==> src/rtl/mips_pkg.sv <==
// rtl/mips_pkg.sv - shared fetch-stage constants and state encoding
package mips_pkg;

    localparam int OPCODE_MSB = 31;
    localparam int OPCODE_LSB = 26;
    localparam int FUNCT_MSB  = 5;
    localparam int FUNCT_LSB  = 0;
    localparam int WORD_BYTES = 4;

    localparam logic [31:0] NOP_INSTR = 32'h0000_0000;

    typedef enum logic [1:0] {
        ST_BOOT,
        ST_FETCH,
        ST_DISCARD,
        ST_HOLD
    } fetch_state_t;

endpackage

==> src/rtl/ifid_reg.sv <==
// rtl/ifid_reg.sv - IF/ID pipeline register slice with enable and bubble clear
module ifid_reg #(
    parameter int               WIDTH   = 32,
    parameter logic [WIDTH-1:0] CLR_VAL = '0
) (
    input  logic             clk_i,
    input  logic             rst_ni,
    input  logic             en_i,
    input  logic             clr_i,
    input  logic [WIDTH-1:0] d_i,
    output logic [WIDTH-1:0] q_o
);

    logic [WIDTH-1:0] data_q;

    // Clear beats enable so a redirect can bubble the stage even while stalled.
    always_ff @(posedge clk_i or negedge rst_ni) begin
        if (!rst_ni) begin
            data_q <= CLR_VAL;
        end else if (clr_i) begin
            data_q <= CLR_VAL;
        end else if (en_i) begin
            data_q <= d_i;
        end
    end

    assign q_o = data_q;

endmodule

==> src/rtl/ifetch_unit.sv <==
// rtl/ifetch_unit.sv - MIPS instruction fetch stage with skid buffer and branch redirect
module ifetch_unit
    import mips_pkg::*;
#(
    parameter int               WIDTH    = 32,
    parameter logic [WIDTH-1:0] RESET_PC = '0
) (
    input  logic             clk,
    input  logic             reset,
    input  logic             stall,
    input  logic             pcsrc_MEM,
    input  logic [WIDTH-1:0] pcbranch_MEM,
    output logic             imem_req,
    output logic [WIDTH-1:0] imem_addr,
    input  logic             imem_ready,
    input  logic [WIDTH-1:0] imem_rdata,
    output logic [WIDTH-1:0] instr_DEC,
    output logic [WIDTH-1:0] pcplus4_DEC,
    output logic             valid_DEC,
    output logic [5:0]       opcode,
    output logic [5:0]       funct,
    output logic             squash
);

    fetch_state_t     state_q, state_d;
    logic [WIDTH-1:0] pc_q, pc_d;
    logic [WIDTH-1:0] target_q, target_d;
    logic [WIDTH-1:0] skid_instr_q, skid_instr_d;
    logic [WIDTH-1:0] skid_pc4_q, skid_pc4_d;

    logic [WIDTH-1:0] pc_plus4;
    logic [WIDTH-1:0] branch_tgt;
    logic             ifid_clr;
    logic [WIDTH-1:0] ifid_instr_d;
    logic [WIDTH-1:0] ifid_pc4_d;
    logic             ifid_valid_q;

    assign pc_plus4   = pc_q + WIDTH'(WORD_BYTES);
    assign branch_tgt = pcbranch_MEM & ~WIDTH'(WORD_BYTES - 1);

    always_ff @(posedge clk or negedge reset) begin
        if (!reset) begin
            state_q      <= ST_BOOT;
            pc_q         <= RESET_PC;
            target_q     <= RESET_PC;
            skid_instr_q <= '0;
            skid_pc4_q   <= '0;
        end else begin
            state_q      <= state_d;
            pc_q         <= pc_d;
            target_q     <= target_d;
            skid_instr_q <= skid_instr_d;
            skid_pc4_q   <= skid_pc4_d;
        end
    end

    // When decode is free but nothing arrives, IF/ID takes a bubble so an old
    // instruction is never presented twice.
    always_comb begin
        state_d      = state_q;
        pc_d         = pc_q;
        target_d     = target_q;
        skid_instr_d = skid_instr_q;
        skid_pc4_d   = skid_pc4_q;
        imem_req     = 1'b0;
        ifid_clr     = ~stall;
        ifid_instr_d = imem_rdata;
        ifid_pc4_d   = pc_plus4;
        squash       = 1'b0;

        case (state_q)
            ST_BOOT: begin
                state_d = ST_FETCH;
            end
            ST_FETCH: begin
                imem_req = 1'b1;
                if (imem_ready) begin
                    pc_d = pc_plus4;
                    if (!stall) begin
                        ifid_clr = 1'b0;
                    end else begin
                        skid_instr_d = imem_rdata;
                        skid_pc4_d   = pc_plus4;
                        state_d      = ST_HOLD;
                    end
                end
            end
            ST_HOLD: begin
                if (!stall) begin
                    ifid_clr     = 1'b0;
                    ifid_instr_d = skid_instr_q;
                    ifid_pc4_d   = skid_pc4_q;
                    state_d      = ST_FETCH;
                end
            end
            ST_DISCARD: begin
                imem_req = 1'b1;
                if (imem_ready) begin
                    pc_d    = target_q;
                    state_d = ST_FETCH;
                end
            end
            default: begin
                state_d = ST_BOOT;
            end
        endcase

        // An unanswered request must stay on its old address, so the target waits.
        if (pcsrc_MEM) begin
            squash       = 1'b1;
            ifid_clr     = 1'b1;
            skid_instr_d = '0;
            skid_pc4_d   = '0;
            if (imem_req && !imem_ready) begin
                pc_d     = pc_q;
                target_d = branch_tgt;
                state_d  = ST_DISCARD;
            end else begin
                pc_d    = branch_tgt;
                state_d = ST_FETCH;
            end
        end
    end

    ifid_reg #(.WIDTH(WIDTH), .CLR_VAL(WIDTH'(NOP_INSTR))) u_ifid_instr (
        .clk_i  (clk),
        .rst_ni (reset),
        .en_i   (~stall),
        .clr_i  (ifid_clr),
        .d_i    (ifid_instr_d),
        .q_o    (instr_DEC)
    );

    ifid_reg #(.WIDTH(WIDTH), .CLR_VAL('0)) u_ifid_pc4 (
        .clk_i  (clk),
        .rst_ni (reset),
        .en_i   (~stall),
        .clr_i  (ifid_clr),
        .d_i    (ifid_pc4_d),
        .q_o    (pcplus4_DEC)
    );

    ifid_reg #(.WIDTH(1), .CLR_VAL(1'b0)) u_ifid_valid (
        .clk_i  (clk),
        .rst_ni (reset),
        .en_i   (~stall),
        .clr_i  (ifid_clr),
        .d_i    (1'b1),
        .q_o    (ifid_valid_q)
    );

    assign valid_DEC = ifid_valid_q;
    assign imem_addr = pc_q;
    assign opcode    = instr_DEC[OPCODE_MSB:OPCODE_LSB];
    assign funct     = instr_DEC[FUNCT_MSB:FUNCT_LSB];

endmodule

==> config.mk <==
export PLATFORM = sky130hd
export DESIGN_NAME = ifetch_unit
export DESIGN_NICKNAME = d
export VERILOG_FILES = /design/src/rtl/mips_pkg.sv /design/src/rtl/ifid_reg.sv /design/src/rtl/ifetch_unit.sv
export SDC_FILE = /design/constraint.sdc
export NUM_CORES = 1
export LEC_CHECK = 0
export CAP_MARGIN = 20
export CORE_ASPECT_RATIO = 0.8
export CORE_MARGIN = 4
export CORE_UTILIZATION = 30
export CTS_CLUSTER_SIZE = 12
export DETAILED_ROUTE_END_ITERATION = 12
export HOLD_SLACK_MARGIN = 0.15
export MAX_ROUTING_LAYER = met4
export SYNTH_ARGS = -nofsm -noshare
export SYNTH_HDL_FRONTEND = slang
export SYNTH_SLANG_ARGS = --single-unit
==> constraint.sdc <==
create_clock -name clk -period 5.4 [get_ports clk]
set_input_delay 1.08 -clock clk [delete_from_list [all_inputs] [get_ports clk]]
set_output_delay 1.08 -clock clk [all_outputs]
set_load 0.005 [all_outputs]
==> results.md, run 1 <==
- The share of flip-flops with an asynchronous set or reset after synthesis is 100%.
- For this run, the total global-route usage over all layers was measured as between 10% and 20%.
- The area share of the leading cell type in the synthesized netlist is between 50% and 60%.
- In the post-synthesis netlist, the biggest area contributors are dfrtp_1 53%, mux2i_1 5.4%, o21ai_0 5.4%.
- Dividing the detail-routed via count by the number of cells gives 5.23.
- Row generation in the floorplan step produced 56 rows.
- The tool flagged a number of max-cap violations equal to 0.
- The accumulated negative setup slack is 0 ps.
- In this run, synthesis produced a sequential element count of 189.
- In this run the worst hold path is classified as reg2reg.
- Summing every instance area after synthesis gives 0.00888 mm^2.
- The number of port buffers is 175.
- In this run, post-CTS hold repair placed 0 buffers.
- The area growth from synthesis to layout is 29.8%.
- Counting I/O delays and the setup requirement, the final critical path takes 3420 ps.
- The worst relative slew slack is 30.1%.
- Setup repair after global routing left no endpoint under its margin.
- The region available for standard cell placement spans 0.0292 mm^2.
- The final estimated routing congestion in global placement is 0.859.
- After legalization and detailed placement, the total HPWL measured 18100 um.
- The total inserted antenna cells is 0.
- After synthesis, the share of cell area in mux cells is 9.21%.
- The synthesized netlist devotes 0.563% of its cell area to adder and majority cells.
- The critical path goes through clkdlybuf4s50_1 -> clkdlybuf4s50_1.
- The count of fill cells added during filler insertion is 2816.
- The clock slew seen by the registers of the worst setup and hold paths is 80 ps.
- The setup skew after layout is roughly 24 ps.
- The final wirelength is 27100 um.
- The leftover overflow at the end of global routing is 0.
- In the final routed layout, each cell accounts on average for 19.9 um.
- The die covers 0.0324 mm^2.
- Leaving out fill and tap cells, the most frequent cell in the layout is dfrtp_1.
- The initial core utilization is between 30% and 40%.
- The run finished with clean final reports.
- The sort of element at the end of the critical path is a primary output.
- The dominant synthesized flop cell is dfrtp_1.
- The final worst slack is 1980 ps.
- Entering global routing, the biggest net connects approximately 110 pins.
- The number of hold violations in the final report is 0.
- The number of standard cells in the final layout excluding fillers is 1360.
- The via count of the first global-routing pass is between 6000 and 7000.
- For this run, the detailed router's first-pass iteration total came to 5.
- Synthesis handed over a netlist of 837 instances.
- Once placement completed, the tool counted placed cells totaling 1328.
- The critical path contains buffers and inverters numbering 2 combined.
- The share of the cycle needed by the critical path after routing is 63.3%.
- The initial antenna violation count is 0.
- The compound-cell area share of the yosys netlist is 18.3%.
- The detail route stage leaves a number of antenna-violating nets equal to 0.
- At the end of the flow, the number of nets in the layout was 1043.
- No sink is reached through more buffers than the 2 on the longest clock path.
- At the placement stage, the worst setup path has a slack of 1720 ps.
- The number of unique standard cell types used by synthesis is 61.
- The critical path's slowest cell is clkdlybuf4s50_1.
- The remaining routing DRC violations is 0.
- The die boundary height is 162 um.
- The largest total area in the synthesized netlist belongs to dfrtp_1.
- The average instance area after synthesis is ~11 um^2.
- The tree built by TritonCTS fans out to 189 sinks.
- During I/O placement, the number of pins put on the boundary was 180.
- The power per standard cell area is 462 mW/mm^2.
- STA puts the critical path data required time at between 4000 and 5000 ps.
- The later pin in the worst-skew pair is clocked with a latency of roughly 450 ps.
- The synthesized design contains 0 enable-type register cells.
- The number of DRC violations after detailed-routing iteration 0 is roughly 440.
- After Yosys synthesis, and, or, nand and nor cells account for 11.7% of the synthesized area.
- Measured along the x axis, the die boundary spans 200 um.
- In this run, post-CTS repair resized a total of 0 instances.
- The Yosys step of the flow raised 0 warnings.
- The highest fanout seen on the critical path is 9.
- For this design the static power due to leakage is 4.85 nW.
- The critical path launch point type is an input pin.
- The ratio of cells with drive above 1 in the final layout is 9.97%.
- The top achievable clock speed is 0.293 GHz.
- Setup violations remaining at the end of the flow were counted as 0.
- The top cell types in the final layout, fill and taps aside, are 189 x dfrtp_1, 174 x clkdlybuf4s50_1, 100 x nand2_1.
- By area, the combinational part of the netlist is dominated by compound AO/OA/AOI/OAI gates.
- The clock tree root driver cell is clkbuf_16.
- The final total power is 0.00532 W.
- The CTS tree is yes.
- Summing over every cut layer, the via total after detailed routing is between 7000 and 8000.
- The worst stage delay on the critical path is 680 ps.
- The category of the critical setup timing path is in2out.
- Of the total synthesized cell area, the portion taken by XOR and XNOR cells is 2.37%.
- The transition time at the pin with the least slew margin is 1040 ps.
- The number of max-slew violations in the final report is 0.
- The clock tree synthesis step divided the H-tree into 4 levels.
- The register area share after synthesis is 53.2%.
- The first global-routing pass estimated 42600 um of wire.
- The kind of cell with the highest combined delay on the critical path is buffers and inverters.
- VDD sags by at most 0.286 mV.
- The arrival time at the worst endpoint is 2340 ps.
- Among the stages of the critical path, the cell type that occurs most often is clkdlybuf4s50_1.
- Counting the buffers created by CTS gives 17.
- Post-CTS timing repair inserted 0 buffers for setup.
-- Yosys cell counts, types with 3 or more instances --
library cell,n
o211ai_1,4
nand4_1,10
ha_1,4
nor3_1,17
buf_2,4
o21ai_0,95
mux2_2,30
and3_2,3
a22oi_1,12
buf_4,16
nand3_1,17
nor4_4,3
inv_1,11
xnor2_1,17
buf_1,6
or3_1,3
a21oi_1,31
clkbuf_1,47
a31oi_1,6
dfrtp_1,189
nor2_1,19
nor4_1,4
a32oi_1,4
nand2b_1,3
and3_1,11
o22a_1,6
o21a_1,5
a221oi_1,5
o22ai_1,13
nand2_1,100
a2bb2oi_1,5
mux2i_1,48
xor2_1,7
a22o_1,45
-- final cells by class --
class	count	area, um^2	area share, %
clock buffer	17	425	3.69
clock inverter	15	209	1.81
inverter	12	45.0	0.391
multi-input combinational	562	3790	32.9
sequential	189	4730	41.0
tap	377	472	4.09
timing repair buffer	188	1850	16.1
-- flip-flops by register name, indices dropped and copies added (netlist names) --
signal and count:
u_ifid_valid.q_o 1, skid_instr_q 32, target_q 30, u_ifid_instr.q_o 32
skid_pc4_q 31, imem_addr 30, u_ifid_pc4.q_o 31, state_q 2
-- cells by family after synthesis --
kind of cell | Yosys count
fa+ha+maj | 4
buf+inv | 87
mux | 78
xor+xnor | 24
compound gates | 249
flops | 189
simple gates | 205
other cells | 1
-- through the flow --
step                      util, %  instance area, um^2  hold WS, ps
after floorplan                 -                 8890          437
after global placement       37.3                10900          454
after detailed placement     37.3                10900          467
after CTS                    39.5                11500          486
after global routing         39.5                11500          504
final                        39.5                11500          481
-- routing by layer --
layer	GRT usage (%)	vias up	routed length, um
met1	25.2	3587	13600
met4	2.97	0	244
met5	-	-	0
met3	4.51	17	1580
li1	-	3296	-
met2	24.1	209	11600
-- worst paths after layout --
path / start / end / slack [ps] / cells past startpoint
max: pcsrc_MEM / squash / 1980 / 2
min reg2reg: u_ifid_instr.q_o[25] / u_ifid_instr.q_o[25] / 480 / 2
max reg2reg: state_q[1] / u_ifid_pc4.q_o[16] / 2750 / 7
min: u_ifid_instr.q_o[25] / u_ifid_instr.q_o[25] / 480 / 2
max in group asynchronous: reset / skid_pc4_q[4] / 3470 / 2
min in group asynchronous: reset / target_q[24] / 710 / 1
-- power by group --
| group | internal (W) | switching [W] |
|---|---|---|
| logic | 0.000923 | 0.000938 |
| clock network | 0.000643 | 0.000682 |
| registers | 0.00177 | 0.000365 |
| total | 0.00334 | 0.00198 |
(Power assumes the default switching activity.)
==> run 2: changes to the inputs <==
- clock period: 5.4 -> 3.3 ns (I/O delays scaled with it)
==> run 2 against run 1 <==
Die area stayed put. Final area is 0.72% higher. Critical endpoint is now imem_addr[14]. First-iteration DRC count is 20% higher.
==> results.md, run 2 (synthesis results as in run 1) <==
- The flow ran to the end, and the final reports show no timing, DRC or antenna violations.
- The remaining routing DRC violations was 0 (unchanged).
- The area of the core came to 0.0292 mm^2 (unchanged).
- The leftover overflow at the end of global routing was 0 (unchanged).
- The HPWL after detailed placement was 18600 um (+2.7%).
- The accumulated negative setup slack came to 0 ps (unchanged).
- The transition time at the pin with the least slew margin came to 1030 ps (-14.0 ps).
- The top-level I/O count came to 180 (unchanged).
- The wire length of the first global-routing pass is 43100 um (+1.0%).
- TritonCTS built the clock tree.
- The detailed-router iteration count before antenna repair is 5 (unchanged).
- The highest ir drop seen on vdd was 0.443 mV (+55%).
- The worst relative slew slack is 31.1% (+0.94 points).
- The number of hold violations in the final report is 0 (unchanged).
- The final period demand of the worst path is 2510 ps.
- The clock tree root driver cell is clkbuf_16.
- The kind of cell with the highest combined delay on the critical path is simple AND/OR/NAND/NOR gates.
- The count of standard-cell rows was 56 (unchanged).
- The library cells used most frequently in the layout, excluding fill and tap cells, are 189 x dfrtp_1, 174 x clkdlybuf4s50_1, 100 x nand2_1.
- The leakage power figure came to 4.90 nW (+1.1%).
- The power per standard cell area is 752 mW/mm^2 (+63%).
- The final wirelength is 27400 um (+1.4%).
- The via count of the first global-routing pass came to 7144 (+2.1%).
- The number of buffers created by CTS came to 17 (unchanged).
- The initial core utilization came to 30.4% (unchanged).
- The later-pin clock latency in the skew report was 440 ps (about the same).
- The count of fill cells added during filler insertion was 2859 (+1.5%).
- The required time reported for the critical path endpoint is 3640 ps (-680 ps).
- The final setup violation count was 0 (unchanged).
- The number of buffers inserted for hold repair after clock tree synthesis came to 0 (unchanged).
- The arrival time at the worst endpoint is 2850 ps (+510 ps).
- The die boundary height was 162 um (unchanged).
- The largest net degree at the start of global routing is 81 (-24%).
- Setup repair after global routing left no endpoint under its margin.
- The total track usage is 17.3% (+0.13 points).
- The number of port buffers is 175 (unchanged).
- The highest fanout seen on the critical path is 19 (+10).
- The path class of the tightest hold or removal check is in2async.
- The post-CTS resize count is 0 (unchanged).
- Walking the worst path, the cells encountered are inv_1 -> ha_1 -> inv_2 -> nor3_1 -> a221oi_1 -> o21ai_0.
- The final total power came to 0.00873 W (+64%).
- The layout net count came to 1053 (+0.96%).
- The library cell used most frequently in the layout, excluding fill and tap cells, is dfrtp_1.
- The detailed-route wire length per cell is 20.0 um (+0.65%).
- The number of antenna-violating nets in the routed design is 0 (unchanged).
- The number of max-slew violations in the final report is 0 (unchanged).
- The ratio of routed vias to standard cells came to 5.29 (+1.1%).
- Relative to the synthesized area, the layout overhead comes to 30.7%.
- The total buffers and inverters traversed by the critical path is 2 (unchanged).
- The number of DRC violations after detailed-routing iteration 0 is 531 (+20%).
- The floorplan die width came to 200 um (unchanged).
- The worst setup path is of the reg2reg kind.
- The slowest stage of the critical path belongs to the cell nor3_1.
- The ratio of cells with drive above 1 in the final layout was 10.9% (+0.91 points).
- The total via count after detailed routing came to 7242 (+1.9%).
- The overall die area is 0.0324 mm^2 (unchanged).
- The count of clock tree sinks is 189 (unchanged).
- The clock slew seen by the registers of the worst setup and hold paths is 80 ps (about the same).
- Dividing the final minimum period by the clock period gives 76.1%.
- The top achievable clock speed is 0.398 GHz.
- STA classifies the critical path startpoint as a flop.
- The number of max-cap violations came to 0 (unchanged).
- The worst stage delay on the critical path is 860 ps (+180 ps).
- The setup skew after layout is 15.3 ps (-8.39 ps).
- The maximum level of the CTS H-tree is 4 (unchanged).
- The worst setup path is captured at a flop.
- The final estimated routing congestion in global placement is 0.842 (-1.9%).
- The initial antenna violation count is 0 (unchanged).
- The total inserted antenna cells came to 0 (unchanged).
- The number of setup buffers added after CTS is 0 (unchanged).
- The maximum root-to-sink buffer count is 2 (unchanged).
==> run 2: cell types whose count changed in the layout (fill, tap and decap cells not counted), sizes merged <==
cell,change
clkinv,-4
inv,+4
buf,+10
==> run 2: where the power goes <==
| part | internal (W) | switching, W |
|---|---|---|
| clock | 0.00103 | 0.00107 |
| combinational | 0.00156 | 0.00158 |
| sequential | 0.00290 | 0.000587 |
==> run 2: worst paths after layout <==
| path | depth (start not counted) | slack [ps] | from | end |
|---|---|---|---|---|
| worst max-delay path | 6 | 790 | state_q[0] | imem_addr[14] |
| worst min-delay path | 1 | 240 | reset | imem_addr[30] |
| worst min register to register | 2 | 480 | u_ifid_instr.q_o[6] | u_ifid_instr.q_o[6] |
| max in group asynchronous | 2 | 2280 | reset | u_ifid_instr.q_o[22] |
| min in group clk | 2 | 480 | u_ifid_instr.q_o[6] | u_ifid_instr.q_o[6] |
| worst max register to register | 6 | 790 | state_q[0] | imem_addr[14] |
==> run 2: worst register-to-register path, cell delays in order, from the launching register on <==
cell and delay [ps]:
dfrtp_1 400, inv_1 90, ha_1 420, inv_2 320
nor3_1 870, a221oi_1 170, o21ai_0 160
==> run 2: metal layers <==
layer  global-route usage (%)  share of wire [%]  up-vias
met5                        -                  0        -
met4                     4.32                1.5        0
met3                     3.71                6.5       23
met2                     23.9                 43      256
met1                     25.7                 49     3643
li1                         -                  -     3320
==> run 2: cell type report <==
type,instances,area [um^2],share of cell area (%)
clock buffer,17,425,3.66
clock inverter,15,166,1.43
inverter,12,45.0,0.388
multi-input combinational,562,3790,32.7
sequential,189,4730,40.7
tap,377,472,4.06
timing repair buffer,198,1980,17.0
==> run 2: through the flow <==
step | cell area (um^2) | util (%) | hold slack (ps) | setup WS, ps | cells
after floorplan | 8890 | - | 364 | 1180 | 838
after global placement | 11000 | 37.7 | 461 | 489 | 1338
after detailed placement | 11000 | 37.7 | 459 | 478 | 1338
after CTS | 11600 | 39.7 | 279 | 810 | 1370
after global routing | 11600 | 39.7 | 290 | 648 | 1370
final | 11600 | 39.7 | 239 | 788 | 1370
==> run 3: changes to the inputs <==
- clock period: 3.3 -> 2.1 ns (I/O delays scaled with it)
==> run 3 against run 2 <==
Count of clock-buffer cells in the layout unchanged. Final area grew 6.2%. Register-to-register slack lost 730 ps. Routed wire length up 0.28%. Highest routed layer unchanged. Utilization rose by 2.5 points. Worst setup slack got worse by 730 ps. Critical path type unchanged.
==> results.md, run 3 (synthesis results as in run 1) <==
- The flow ran to the end, and the final reports show no timing, DRC or antenna violations.
- The die boundary height is 162 um (unchanged).
- The count of standard-cell rows is 56 (unchanged).
- The power per standard cell area is 1170 mW/mm^2 (+55%).
- The number of DRC violations after detailed-routing iteration 0 came to 432 (-19%).
- Walking the worst path, the cells encountered are and3_2 -> nand4_4 -> or4_4 -> or3_1 -> o211a_1.
- The worst setup path is launched from a flop.
- The number of standard cells in the final layout excluding fillers came to 1442 (+5.3%).
- The highest fanout seen on the critical path is 6 (-13).
- The count of clock tree sinks is 189 (unchanged).
- The maximum root-to-sink buffer count was 2 (unchanged).
- Leaving out fill and tap cells, the most frequent cells in the layout are 187 x dfrtp_1, 172 x clkdlybuf4s50_1, 100 x nand2_1.
- The critical path launch point is imem_addr[13].
- The worst reg2reg path endpoint is imem_addr[26].
- The number of max-cap violations is 0 (unchanged).
- The leftover overflow at the end of global routing came to 0 (unchanged).
- The total via count after detailed routing is 7353 (+1.5%).
- The top-level I/O count came to 180 (unchanged).
- The worst setup path is captured at a flop.
- The largest net degree at the start of global routing is 57 (-30%).
- The ratio of cells with drive above 1 in the final layout was 18.4% (+7.5 points).
- The clock slew seen by the registers of the worst setup and hold paths is 80 ps (about the same).
- The detailed-route wire length per cell is 19.1 um (-4.7%).
- The critical path depth in cells is 5 (-1).
- The leakage power figure is 5.29 nW (+7.9%).
- The accumulated negative setup slack is 0 ps (unchanged).
- The top achievable clock speed is 0.490 GHz (+23%).
- The number of antenna-violating nets in the routed design is 0 (unchanged).
- The post-route standard cell area excluding fillers is 0.0123 mm^2 (+6.2%).
- The placed cell area is 0.0116 mm^2 (+5.5%).
- The cell count after placement was 1406 (+5.1%).
- The worst relative slew slack is 64.8% (+34 points).
- The root buffer cell chosen for the clock tree is clkbuf_16.
- The CTS tree is yes.
- The required time reported for the critical path endpoint is 2420 ps (-1220 ps).
- The final estimated routing congestion in global placement came to 0.853 (+1.2%).
- The maximum level of the CTS H-tree is 4 (unchanged).
- The floorplan die width is 200 um (unchanged).
- The worst reg-to-reg path cell count is 5 (-1).
- The transition time at the pin with the least slew margin was 524 ps (-502 ps).
- The detailed-router iteration count before antenna repair is 4 (-1).
- The share of the cycle needed by the critical path after routing is 97.3% (+21 points).
- The final period demand of the worst path is 2040 ps (-469 ps).
- The highest ir drop seen on vdd is 0.644 mV (+45%).
- The number of hold violations in the final report is 0 (unchanged).
- The initial core utilization was 30.4% (unchanged).
- The layout net count is 1125 (+6.8%).
- Setup repair after global routing could not meet its margin everywhere.
- The number of max-slew violations in the final report was 0 (unchanged).
- The number of port buffers is 175 (unchanged).
- Relative to the synthesized area, the layout overhead comes to 38.8%.
- The setup slack on the worst flop-to-flop path is 60 ps (-730 ps).
- The via count of the first global-routing pass is 7284 (+2.0%).
- The number of buffers created by CTS is 17 (unchanged).
- The total inserted antenna cells is 0 (unchanged).
- The final setup violation count came to 0 (unchanged).
- The count of fill cells added during filler insertion is 2770 (-3.1%).
- The leading cell type in the layout, fill and taps excluded is dfrtp_1.
- The critical path ends at imem_addr[26].
- The final total power was 0.0144 W (+65%).
- The arrival time at the worst endpoint is 2370 ps (-480 ps).
- The critical path's slowest cell is or4_4.
- The worst stage delay on the critical path is 530 ps (-330 ps).
- The initial antenna violation count is 0 (unchanged).
- The kind of cell with the highest combined delay on the critical path is simple AND/OR/NAND/NOR gates.
- The later-pin clock latency in the skew report was 440 ps (about the same).
- The total buffers and inverters traversed by the critical path is 0 (-2).
- The final wirelength came to 27500 um (+0.28%).
- The overall die area is 0.0324 mm^2 (unchanged).
- The setup skew after layout came to 13.6 ps (-1.77 ps).
- The total track usage was 17.2% (about the same).
- The HPWL after detailed placement came to 19600 um (+5.5%).
- The ratio of routed vias to standard cells is 5.10 (-3.5%).
- The remaining routing DRC violations is 0 (unchanged).
- The area of the core is 0.0292 mm^2 (unchanged).
- The critical path is of the reg2reg type.
- The wire length of the first global-routing pass was 43300 um (+0.43%).
- The classification of the worst-slack hold path is reg2reg.
- The startpoint of the lowest-slack register-to-register path is imem_addr[13].
-- run 3: cell types whose count changed in the layout (fill, tap and decap cells not counted), moves of 3 or more --
cell,delta
clkinv_8,-3
nor3_1,-5
nor3_2,+5
buf_4,+60
clkinv_4,+5
nor4_2,+3
nor4_1,-3
buf_12,+8
-- run 3: layout make-up --
cell class	instances	area, um^2	share of cell area (%)
clock buffers	17	425	3.45
clock inverters	15	144	1.17
inverters	12	45.0	0.365
multi-input cells	562	3880	31.5
flip-flops and latches	189	4730	38.4
well taps	377	472	3.83
repair buffers	270	2630	21.4
-- run 3: worst min path at each step --
stage | start | endpoint | slack [ps] | depth (start not counted)
finish | skid_pc4_q[19] | skid_pc4_q[19] | 480 | 2
global placement | reset | target_q[28] | 410 | 1
CTS | skid_pc4_q[19] | skid_pc4_q[19] | 480 | 2
global route | skid_pc4_q[2] | skid_pc4_q[2] | 510 | 2
floorplan | reset | imem_addr[10] | 120 | 0
detailed placement | reset | target_q[28] | 410 | 1
-- run 3: per-stage QoR --
step | worst slack [ps] | hold WS, ps | utilization (%)
floorplan | 22.9 | 124 | -
global placement | -135 | 409 | 39.8
detailed placement | -188 | 410 | 39.8
CTS | 5.60 | 480 | 41.9
global route | -36.6 | 509 | 42.2
finish | 57.3 | 475 | 42.2
-- run 3: per-layer routing --
metal,track usage (%),up-vias,routed length (um)
met5,-,-,0
met4,3.56,0,357
met3,3.31,21,1220
met2,24.4,185,12000
met1,25.8,3692,14000
li1,-,3455,-
-- run 3: repair_timing --
item                                   CTS  global route
buffers inserted                         3             0
hold buffers                             1             0
setup endpoints to repair                3            64
resized for setup                        3            24
endpoints found under the hold margin   41             0
-- run 3: worst min-delay path, delay by kind of cell (launching register included) --
kind	cells	cell delay, ps
flip-flops	1	340
AND/OR/NAND/NOR	2	100
-- run 3: power by group --
part           switching, W  internal (W)  total [W]
Clock               0.00163       0.00159    0.00322
Sequential         0.000707       0.00456    0.00527
Combinational       0.00288       0.00303    0.00591
